[config.mk]
export PLATFORM = sky130hd
export DESIGN_NAME = inst_fetch_pair
export DESIGN_NICKNAME = d
export VERILOG_FILES = /design/src/rtl/inst_fetch_pair_pkg.sv /design/src/rtl/inst_fetch_pair_slot_pack.sv /design/src/rtl/inst_fetch_pair.sv
export SDC_FILE = /design/constraint.sdc
export NUM_CORES = 1
export LEC_CHECK = 0
export ABC_AREA = 1
export CAP_MARGIN = 0
export CORE_MARGIN = 5
export CORE_UTILIZATION = 46
export CTS_CLUSTER_SIZE = 40
export DETAILED_ROUTE_END_ITERATION = 6
export GPL_TIMING_DRIVEN = 1
export PLACE_DENSITY = 0.87
export SLEW_MARGIN = 10
export SYNTH_ARGS = -nofsm -noshare
export SYNTH_HDL_FRONTEND = slang
export SYNTH_HIERARCHICAL = 1
export SYNTH_SLANG_ARGS = --single-unit
[constraint.sdc]
create_clock -name clk -period 7.33 [get_ports clk]
set_input_delay 1.466 -clock clk [delete_from_list [all_inputs] [get_ports clk]]
set_output_delay 1.466 -clock clk [all_outputs]
set_load 0.01 [all_outputs]
[src/rtl/inst_fetch_pair_pkg.sv]
// inst_fetch_pair_pkg: shared widths, fetch FSM states and issue-mask encodings.
package inst_fetch_pair_pkg;
  localparam int FETCH_W = 64;
  typedef enum logic [1:0] {S_REQ, S_WAIT, S_OFFER, S_DROP} state_e;
  localparam logic [1:0] ISSUE_NONE = 2'b00;
  localparam logic [1:0] ISSUE_IN2  = 2'b01;
  localparam logic [1:0] ISSUE_IN1  = 2'b10;
  localparam logic [1:0] ISSUE_BOTH = 2'b11;
endpackage

[src/rtl/inst_fetch_pair_slot_pack.sv]
// inst_fetch_pair_slot_pack: maps a fetched pair onto the in1/in2 slots and issue mask.
module inst_fetch_pair_slot_pack
  import inst_fetch_pair_pkg::*;
#(
  parameter int PC_W = 32,
  parameter int INST_W = 32
)(
  input  logic [PC_W-1:0]     pc_i,
  input  logic [2*INST_W-1:0] rdata_i,
  input  logic                hi_only_i,
  output logic [INST_W-1:0]   in1_inst_o,
  output logic [PC_W-1:0]     in1_pc_o,
  output logic [PC_W-1:0]     in1_npc_o,
  output logic [INST_W-1:0]   in2_inst_o,
  output logic [PC_W-1:0]     in2_pc_o,
  output logic [PC_W-1:0]     in2_npc_o,
  output logic [1:0]          issue_o
);
  // An unaligned target skips the low word, so only slot 2 carries an instruction.
  assign in1_inst_o = hi_only_i ? '0 : rdata_i[INST_W-1:0];
  assign in1_pc_o   = hi_only_i ? '0 : pc_i;
  assign in1_npc_o  = hi_only_i ? '0 : pc_i + PC_W'(4);
  assign in2_inst_o = rdata_i[2*INST_W-1:INST_W];
  assign in2_pc_o   = hi_only_i ? pc_i : pc_i + PC_W'(4);
  assign in2_npc_o  = in2_pc_o + PC_W'(4);
  assign issue_o    = hi_only_i ? ISSUE_IN2 : ISSUE_BOTH;
endmodule

[src/rtl/inst_fetch_pair.sv]
// inst_fetch_pair: dual-issue fetch stage issuing 8-byte pair requests and offering
// up to two instructions to the IF/ID buffer, with backpressure and branch flush.
module inst_fetch_pair
  import inst_fetch_pair_pkg::*;
#(
  parameter int PC_W = 32,
  parameter int INST_W = 32,
  parameter logic [PC_W-1:0] RESET_PC = '0
)(
  input  logic                clk,
  input  logic                rst,
  input  logic                branch_flag,
  input  logic [PC_W-1:0]     branch_target,
  input  logic                instbuf_full,
  output logic                imem_req,
  output logic [PC_W-1:0]     imem_addr,
  input  logic                imem_rvalid,
  input  logic [2*INST_W-1:0] imem_rdata,
  output logic [1:0]          issue,
  output logic [INST_W-1:0]   in1_inst,
  output logic [PC_W-1:0]     in1_pc,
  output logic [PC_W-1:0]     in1_npc,
  output logic [INST_W-1:0]   in2_inst,
  output logic [PC_W-1:0]     in2_pc,
  output logic [PC_W-1:0]     in2_npc,
  output logic                stop
);
  state_e state_q, state_d;
  logic [PC_W-1:0] pc_q, pc_d;
  logic [1:0] issue_q, issue_d;
  logic capture;
  logic [INST_W-1:0] in1_inst_q, in2_inst_q, pk_in1_inst, pk_in2_inst;
  logic [PC_W-1:0] in1_pc_q, in1_npc_q, in2_pc_q, in2_npc_q;
  logic [PC_W-1:0] pk_in1_pc, pk_in1_npc, pk_in2_pc, pk_in2_npc;
  logic [1:0] pk_issue;
  logic [PC_W-1:0] pair_pc;

  assign pair_pc = {pc_q[PC_W-1:3], 3'b000};

  inst_fetch_pair_slot_pack #(.PC_W(PC_W), .INST_W(INST_W)) u_pack (
    .pc_i(pc_q), .rdata_i(imem_rdata), .hi_only_i(pc_q[2]),
    .in1_inst_o(pk_in1_inst), .in1_pc_o(pk_in1_pc), .in1_npc_o(pk_in1_npc),
    .in2_inst_o(pk_in2_inst), .in2_pc_o(pk_in2_pc), .in2_npc_o(pk_in2_npc),
    .issue_o(pk_issue)
  );

  always_comb begin
    state_d = state_q;
    pc_d    = pc_q;
    issue_d = issue_q;
    capture = 1'b0;
    if (branch_flag) begin
      pc_d    = branch_target;
      issue_d = ISSUE_NONE;
      state_d = ((state_q == S_WAIT || state_q == S_DROP) && !imem_rvalid) ? S_DROP : S_REQ;
    end else begin
      case (state_q)
        S_REQ:   state_d = S_WAIT;
        S_WAIT: if (imem_rvalid) begin
          capture = 1'b1;
          issue_d = pk_issue;
          state_d = S_OFFER;
        end
        S_OFFER: if (!instbuf_full) begin
          issue_d = ISSUE_NONE;
          pc_d    = pair_pc + PC_W'(8);
          state_d = S_REQ;
        end
        default: state_d = imem_rvalid ? S_REQ : S_DROP;
      endcase
    end
  end

  always_ff @(posedge clk or posedge rst) begin
    if (rst) begin
      state_q    <= S_REQ;
      pc_q       <= RESET_PC;
      issue_q    <= ISSUE_NONE;
      in1_inst_q <= '0;
      in1_pc_q   <= '0;
      in1_npc_q  <= '0;
      in2_inst_q <= '0;
      in2_pc_q   <= '0;
      in2_npc_q  <= '0;
    end else begin
      state_q <= state_d;
      pc_q    <= pc_d;
      issue_q <= issue_d;
      if (capture) begin
        in1_inst_q <= pk_in1_inst;
        in1_pc_q   <= pk_in1_pc;
        in1_npc_q  <= pk_in1_npc;
        in2_inst_q <= pk_in2_inst;
        in2_pc_q   <= pk_in2_pc;
        in2_npc_q  <= pk_in2_npc;
      end
    end
  end

  // A redirect in the request cycle suppresses the strobe so no orphan request is left owed.
  assign imem_req  = !rst && state_q == S_REQ && !branch_flag;
  assign imem_addr = imem_req ? pair_pc : '0;
  assign issue     = issue_q;
  assign stop      = !rst && issue_q == ISSUE_NONE;
  assign in1_inst  = in1_inst_q;
  assign in1_pc    = in1_pc_q;
  assign in1_npc   = in1_npc_q;
  assign in2_inst  = in2_inst_q;
  assign in2_pc    = in2_pc_q;
  assign in2_npc   = in2_npc_q;
endmodule

Word-level counts from Yosys, hierarchy flattened
Index checks and enable logic that the tools add are counted.
{ "totals": {"word_cells": 54, "regBits": 228, "out_inout_bits": 228, "in_bits": 101} }
{ "classes": {"n_eq_ne": 6, "addsub": 3, "reduce_logical": 15, "muxes": 21} }
{ "ops": {"columns": ["op", "count"], "rows": [
  ["two-way mux 32 bit", 8],
  ["adder 32 x 3 -> 32 bit (second input constant)", 2],
  ["adder 32 x 4 -> 32 bit (second input constant)", 1],
  ["two-way mux 2 bit", 8],
  ["!= test 3 bit (second input constant)", 2],
  ["case mux 2 bit (3 select lines)", 1],
  ["== test 2 bit (second input constant)", 2],
  ["logical AND 1 bit", 4],
  ["logical NOT 2 bit", 2],
  ["case mux 2 bit (2 select lines)", 1],
  ["AND reduction 2 bit", 2],
  ["logical NOT 1 bit", 3],
  ["two-way mux 1 bit", 3],
  ["AND reduction 3 bit", 1],
  ["nonzero test 3 bit", 1],
  ["== test 2 x 1 -> 1 bit (second input constant)", 1],
  ["!= test 2 bit (second input constant)", 1],
  ["nonzero test 2 bit", 1],
  ["logical OR 1 bit", 1]
]} }

Longest topological paths before layout
Gate-level depths: netlist of the first run.
{ "logic_depth": {"ltp_word": 5, "depth_mapped": 18, "mapped_depth_nobuf": 18} }

Modules after synthesis
The synthesis of the first run kept the hierarchy.
{ "by_module_without_submodules": {"columns": ["module", "instances", "seq_area_each_um2", "cells_per_inst", "area_each_um2"], "rows": [
  ["inst_fetch_pair", 1, 5705.5, 866, 10468.8],
  ["inst_fetch_pair_slot_pack", 1, 0.0, 636, 3064.2]
]} }

Least setup slack after synthesis of the first run
OpenSTA, ideal clock, no wires.
{ "synth_path": {"path_type": "input to output", "start": "in branch_flag", "end": "out imem_addr[21]", "path_stages": 7, "n_path_buf": 2, "arrival_ns": 2.396, "setup_slack_ns": 3.468, "required_time_ns": 5.864, "path_cell_list": "inv_2 > nand2_1 > nor3_2 > inv_1 > buf_2 > buf_2 > nor2_1"} }
{ "synth_between": {"elab_chain_len": 3} }
{ "synth_lines": {"columns": ["element", "line_no", "source"], "rows": [
  ["from (decl)", "inst_fetch_pair.sv:12", "input logic branch_flag,"],
  ["logical NOT 1 bit", "inst_fetch_pair.sv:101", "assign imem_req = !rst && state_q == S_REQ && !branch_flag;"],
  ["logical AND 1 bit", "inst_fetch_pair.sv:101", null],
  ["via imem_req", "inst_fetch_pair.sv:15", "output logic imem_req,"],
  ["two-way mux 32 bit", "inst_fetch_pair.sv:102", "assign imem_addr = imem_req ? pair_pc : '0;"],
  ["to (decl)", "inst_fetch_pair.sv:16", "output logic [PC_W-1:0] imem_addr,"]
]} }
The timed path passes the listed nets, and every way through them passes these cells.

Final worst setup path of the first run
{ "layout_path": {"start": "in branch_flag", "end": "out imem_addr[16]"} }
{ "layout_between": {"elab_chain_len": 3} }
{ "layout_lines": {"columns": ["element", "line_no"], "rows": [
  ["logical NOT 1 bit", "inst_fetch_pair.sv:101"],
  ["logical AND 1 bit", "inst_fetch_pair.sv:101"],
  ["two-way mux 32 bit", "inst_fetch_pair.sv:102"]
]} }
No other way between the ends.

==> results of run 1 <==
kinds of logic after synthesis:
family,Yosys count,synth area share [%]
simple gates,715,23.1
buf+inv,279,10.2
flops,228,42.2
mux,192,20.4
compound gates,60,2.35
xor+xnor,21,1.36
fa+ha+maj,5,0.462
other cells,2,0.0555
final cells by class:
cell class | count | area, µm² | area share, %
Clock inverter | 18 | 210 | 1.19
Inverter | 186 | 702 | 3.98
Tap cell | 384 | 480 | 2.73
Multi-Input combinational cell | 997 | 6470 | 36.7
Timing Repair Buffer | 335 | 3340 | 18.9
Clock buffer | 30 | 717 | 4.07
Sequential cell | 228 | 5710 | 32.4
worst paths after layout:
kind	endpoint
hold / removal	in2_pc[16]
max in group asynchronous	in1_inst[5]
hold reg to reg	in2_pc[16]
min in group asynchronous	pc_q[18]
setup / recovery	imem_addr[16]
setup reg to reg	in2_npc[31]
placed cells by master (no fill, tap or decap), types with 2 or more instances in the layout:
master	netlist	final
clkinv_4	0	2
nand4_1	12	12
xor2_1	13	13
nand3_2	9	9
o22ai_1	2	2
mux2_2	34	34
clkbuf_8	0	3
inv_6	0	2
dfrtp_1	228	227
o21ai_0	31	31
bufinv_16	0	4
nand2_4	3	3
nor2_1	225	225
nand3_4	2	2
nor2_2	8	8
nand2_1	327	327
nor3_1	5	5
nand3_1	80	80
ha_1	5	5
clkbuf_16	0	27
buf_4	46	9
and2_1	2	2
clkdlybuf4s50_1	0	325
conb_1	2	4
nor2_4	12	12
mux2_4	158	158
clkinvlp_4	0	3
a22o_1	3	3
xnor2_1	8	8
o21ai_1	9	9
clkinv_2	0	8
a21oi_1	13	13
inv_2	2	2
nand2_2	24	23
inv_1	184	183
metal layers:
| layer | vias to the layer above | track usage, % | share of wire (%) |
|---|---|---|---|
| li1 | 5231 | - | - |
| met1 | 5226 | 30.7 | 43 |
| met2 | 493 | 39.9 | 47 |
| met3 | 84 | 4.32 | 7.1 |
| met4 | 0 | 6.21 | 3.0 |
| met5 | - | 0 | 0 |
state kept, by name, indices dropped and copies added (netlist names):
signal,cells
in1_inst,32
in1_npc,32
in1_pc,32
in2_inst,32
in2_npc,32
in2_pc,32
pc_q,32
issue,2
state_q,2
power by group through the flow:
| stage | registers, mW | logic [mW] | clock network (mW) |
|---|---|---|---|
| detailed placement | 2.30 | 3.00 | 0 |
| finish | 2.29 | 2.99 | 1.40 |
| global placement | 2.27 | 2.94 | 0 |
| CTS | 2.28 | 3.02 | 1.43 |
| floorplan | 2.40 | 1.35 | 0 |
| global route | 2.36 | 3.18 | 1.48 |
worst max-delay path, stage by stage:
cell             delay (ns)
clkdlybuf4s50_1        0.46
buf_4                  0.28
inv_2                  0.06
nand2_1                0.10
nor3_2                 0.05
inv_1                  0.57
nor2_1                 0.11
clkdlybuf4s50_1        0.52
metrics by stage:
step                      util [%]  setup slack (ns)  total power, mW
final                         61.1              2.24             6.68
after floorplan                  -              2.88             3.75
after global placement        57.9              2.36             5.21
after detailed placement      57.9              2.24             5.30
after CTS                     61.1              2.23             6.73
after global routing          61.1              2.01             7.02
==> run_results.csv, run 1 <==
group,metric,value,unit
worst_setup_path,worstPathArrival,3.62,ns
synthesis,synth_top_area_share,42.2,%
floorplanning,start_util,46.9,%
min_path,holdPathStages,1,
floorplanning,rows,62,
synthesis,synth.avg_cell_area,9.01,µm²
synthesis,yosysSeqAreaShare,42.2,%
worst_setup_path,reg2reg_slack,3.66,ns
routing,dr.pass1.iters,5,
clock_tree,cts_buffer_depth,3,
clock_tree,ctsHoldBuffers,0,
clock_tree,cts_root_buffer,"clkbuf_16",
min_path,min_from,"in2_pc[16]",
placement,port_buffers,325,
power,p_int,4.39,mW
placement,post_dp_cell_area,16700,µm²
floorplanning,die_w,182,µm
timing,holdWs,0.504,ns
min_path,min_path_type,"flip-flop to flip-flop",
floorplanning,fp.dieArea,32900,µm²
placement,dp.cells,2130,
layout,n_fill_cell,2370,
timing,worst-slew-pin-transition,1.03,ns
synthesis,synthCells,1502,
worst_setup_path,worstRegToRegCells,17,
timing,fin_worst_skew,0.0152,ns
worst_setup_path,start_kind,"input pin",
floorplanning,core_area,28900,µm²
layout,antenna-diode-count,0,
synthesis,async_flop_share,100,%
outcome,status,"finished clean",
synthesis,yosys-top-cells-count,"nand2_1, dfrtp_1, nor2_1, inv_1, mux2_4",
timing,max_slew_margin,31.3,%
clock_tree,clkSinkCount,228,
power,powerDensity,379,nW/µm²
timing,rsz0062_at_grt,"false",
synthesis,synth_edf_count,0,
global_routing,antenna_found_initial,0,
synthesis,yosysMostFrequentCell,"nand2_1",
clock_tree,clkLatencyLatePin,0.53,ns
timing,setup_viol,0,
power,swShare,34.3,%
clock_tree,cts_tree,"done",
layout,syn_to_final_growth,30.3,%
synthesis,yosysTopAreaCell,"dfrtp_1",
worst_setup_path,r2r_start,"pc_q[2]",
clock_tree,cts_setup_buffers,0,
global_routing,grt_pass1_vias,11367,
global_routing,grt_pass1_wl,62.9,mm
routing,vias,11034,
timing,post-route-period-util,69.4,%
floorplanning,ioPinCount,329,
placement,hpwl,29.9,mm
timing,setup-tns-final,0,ns
layout,stdcell_count,2178,
worst_setup_path,worstPathRequired,5.86,ns
clock_tree,path_clk_slew,0.06,ns
global_routing,grt_max_degree,99,
synthesis,yosys_warnings,6,
worst_setup_path,crit_fanout,29,
routing,wl_per_cell,18.4,µm
synthesis,netlist_top_cells_area,"dfrtp_1, mux2_4, nand2_1, nor2_1, inv_1",
power,p_leak,8.78,nW
timing,period_minus_slack,5.09,ns
power,clkPwrFrac,20.9,%
synthesis,synth_cell_types,39,
power,switchingPower,2.29,mW
routing,viasPerCell,5.07,
worst_setup_path,cp-startpoint,"branch_flag",
clock_tree,cts_resized,0,
clock_tree,numCtsBuffers,26,
floorplanning,die_height,182,µm
timing,hold_viol_final,0,
timing,fmax,197,MHz
job,cap_violations,0,
synthesis,synth_ff_type,"dfrtp_1",
synthesis,netlist_area,13500,µm²
routing,ant_nets,0,
placement,globalplace.congestion,0.877,
power,pwr-share-seq,34.3,%
power,max-vdd-ir-drop,0.179,mV
global_routing,gr-total-overflow,0,
timing,drv_slew,0,
layout,drive_gt1_share,17.5,%
layout,nets,1880,
worst_setup_path,critPathCaptureType,"output port",
clock_tree,htreeDepth,1,
layout,design_area,17600,µm²
synthesis,ys_seq_elements,228,
routing,drcViolationCount,0,
routing,drt_iter0_markers,829,
routing,finalWirelength,40.2,mm
global_routing,track_usage,23.4,%
worst_setup_path,worstSetupPathType,"input pin to output port",
power,pwr-share-comb,44.8,%
Note: power is estimated with default switching activity, not from simulation.
==> inputs of run 2 (changes only) <==
- clock period: 7.33 -> 4.5 ns (I/O delays scaled with it)
==> run 2 against run 1 <==
  * Count of clock-buffer cells in the layout is 3 higher
  * Clock skew is 0.014 ns higher
  * Hold slack got worse by 0.0022 ns
  * Register-to-register slack lost 2.3 ns
  * Largest cell class unchanged
  * Via count increased by 1.1%
  * Critical path type unchanged
  * Utilization about the same
  * Largest power group unchanged
  * Wire length about the same
==> run_results.csv, run 2 (synthesis gave the netlist of run 1 again) <==
group,metric,value,unit
floorplanning,rows,62,
timing,fin_worst_skew,0.0292,ns
global_routing,grt_max_degree,102,
timing,drv_slew,0,
global_routing,gr-total-overflow,0,
min_path,min_path_type,"flip-flop to flip-flop",
floorplanning,core_area,28900,µm²
power,powerDensity,614,nW/µm²
clock_tree,htreeDepth,1,
timing,fmax,272,MHz
clock_tree,cts_setup_buffers,0,
timing,rsz0062_at_grt,"false",
worst_setup_path,worstPathArrival,2.78,ns
worst_setup_path,r2r_start,"pc_q[2]",
timing,worst-slew-pin-transition,1.02,ns
routing,drt_iter0_markers,794,
routing,finalWirelength,40.1,mm
layout,layout_common_cells,"nand2_1, clkdlybuf4s50_1, dfrtp_1, nor2_1, inv_1",
floorplanning,start_util,46.9,%
routing,wl_per_cell,18.4,µm
job,cap_violations,0,
timing,hold_viol_final,0,
global_routing,grt_pass1_wl,62.8,mm
floorplanning,ioPinCount,329,
routing,vias,11160,
worst_setup_path,crit_fanout,29,
outcome,status,"finished clean",
layout,final_util,61.1,%
layout,antenna-diode-count,0,
worst_setup_path,worstPathRequired,3.60,ns
floorplanning,fp.dieArea,32900,µm²
layout,nets,1881,
global_routing,antenna_found_initial,0,
timing,period_minus_slack,3.68,ns
layout,syn_to_final_growth,30.2,%
worst_setup_path,cp.depth,7,
placement,post_dp_cell_area,16700,µm²
floorplanning,die_w,182,µm
clock_tree,cts_buffer_depth,3,
clock_tree,path_clk_slew,0.06,ns
layout,design_area,17600,µm²
routing,dr.pass1.iters,5,
layout,layout_commonest_cell,"nand2_1",
placement,port_buffers,325,
timing,setup-tns-final,0,ns
placement,globalplace.congestion,0.900,
worst_setup_path,critPathCaptureType,"output port",
worst_setup_path,crit_path_cell_trace,"clkdlybuf4s50_1, inv_2, nand2_1, nor3_2, inv_1, nor2_1, clkdlybuf4s50_1",
power,p_leak,8.77,nW
timing,max_slew_margin,31.8,%
routing,drcViolationCount,0,
clock_tree,cts_resized,0,
clock_tree,clkSinkCount,228,
min_path,whs_endpoint,"in1_npc[5]",
global_routing,grt_pass1_vias,11288,
layout,drive_gt1_share,17.5,%
min_path,holdPathStages,1,
timing,setup_viol,0,
routing,ant_nets,0,
global_routing,track_usage,23.5,%
clock_tree,cts_root_buffer,"clkbuf_16",
worst_setup_path,cp_num_buf_inv,4,
worst_setup_path,max_stage_delay,0.58,ns
clock_tree,numCtsBuffers,25,
power,power,10.8,mW
clock_tree,ctsHoldBuffers,0,
timing,post-route-period-util,81.8,%
worst_setup_path,reg2reg_slack,1.33,ns
routing,viasPerCell,5.13,
worst_setup_path,worstSetupPathType,"input pin to output port",
min_path,min_from,"in1_npc[5]",
worst_setup_path,slowest_stage,"clkdlybuf4s50_1",
clock_tree,clkLatencyLatePin,0.54,ns
clock_tree,cts_tree,"done",
power,max-vdd-ir-drop,0.306,mV
worst_setup_path,worstRegToRegCells,14,
worst_setup_path,crit_family,"buffers and inverters",
floorplanning,die_height,182,µm
worst_setup_path,path_common_cell,"clkdlybuf4s50_1",
worst_setup_path,r2r_end,"in2_npc[22]",
worst_setup_path,start_kind,"input pin",
placement,hpwl,29.5,mm
-- run 2: cell types whose count changed in the layout (fill, tap and decap cells not counted), moves of 2 or more --
| cell | delta |
|---|---|
| clkinv_2 | -3 |
| clkbuf_16 | -2 |
| clkinv_4 | -2 |
| clkbuf_8 | +5 |
| buf_12 | +2 |
-- run 2: worst max-delay path by stage --
stage,start,to,slack [ns]
3_5_place_dp,branch_flag,imem_addr[4],0.79
6_report,branch_flag,imem_addr[4],0.82
4_1_cts,branch_flag,imem_addr[4],0.77
5_1_grt,branch_flag,imem_addr[8],0.60
2_1_floorplan,rst,in1_inst[0],0.62
3_3_place_gp,branch_flag,imem_addr[26],0.90
-- run 2: metrics by stage --
step	cells	setup WS (ns)	hold slack, ns
final	2177	0.818	0.502
after floorplan	1504	0.620	0.511
after detailed placement	2132	0.789	0.491
after CTS	2177	0.773	0.507
after global routing	2177	0.598	0.518
after global placement	2132	0.895	0.489
-- run 2: layer usage --
metal,share of wire (%),GRT usage (%),vias up
li1,-,-,5246
met1,42,30.3,5336
met2,47,39.4,494
met3,7.4,4.92,84
met4,3.7,8.11,0
met5,0,0,-
-- run 2: final cells by class --
type                    count  area (µm²)
fillers                  2355       11200
multi-input cells         997        6470
flip-flops and latches    228        5710
repair buffers            337        3380
clock buffers              33         736
inverters                 186         702
well taps                 384         480
clock inverters            12         146
-- run 2: worst register-to-register path, delay by kind of cell (launching register included) --
| family | cells | cell delay [ns] |
|---|---|---|
| simple gates | 9 | 1.21 |
| flops | 1 | 0.57 |
| buf+inv | 2 | 0.39 |
| compound gates | 1 | 0.38 |
| fa+ha+maj | 1 | 0.25 |
| mux | 1 | 0.25 |
-- run 2: power breakdown --
group	internal, mW	switching, mW
Clock	1.32	0.867
Sequential	2.95	0.748
Combinational	2.82	2.11
Total	7.09	3.73
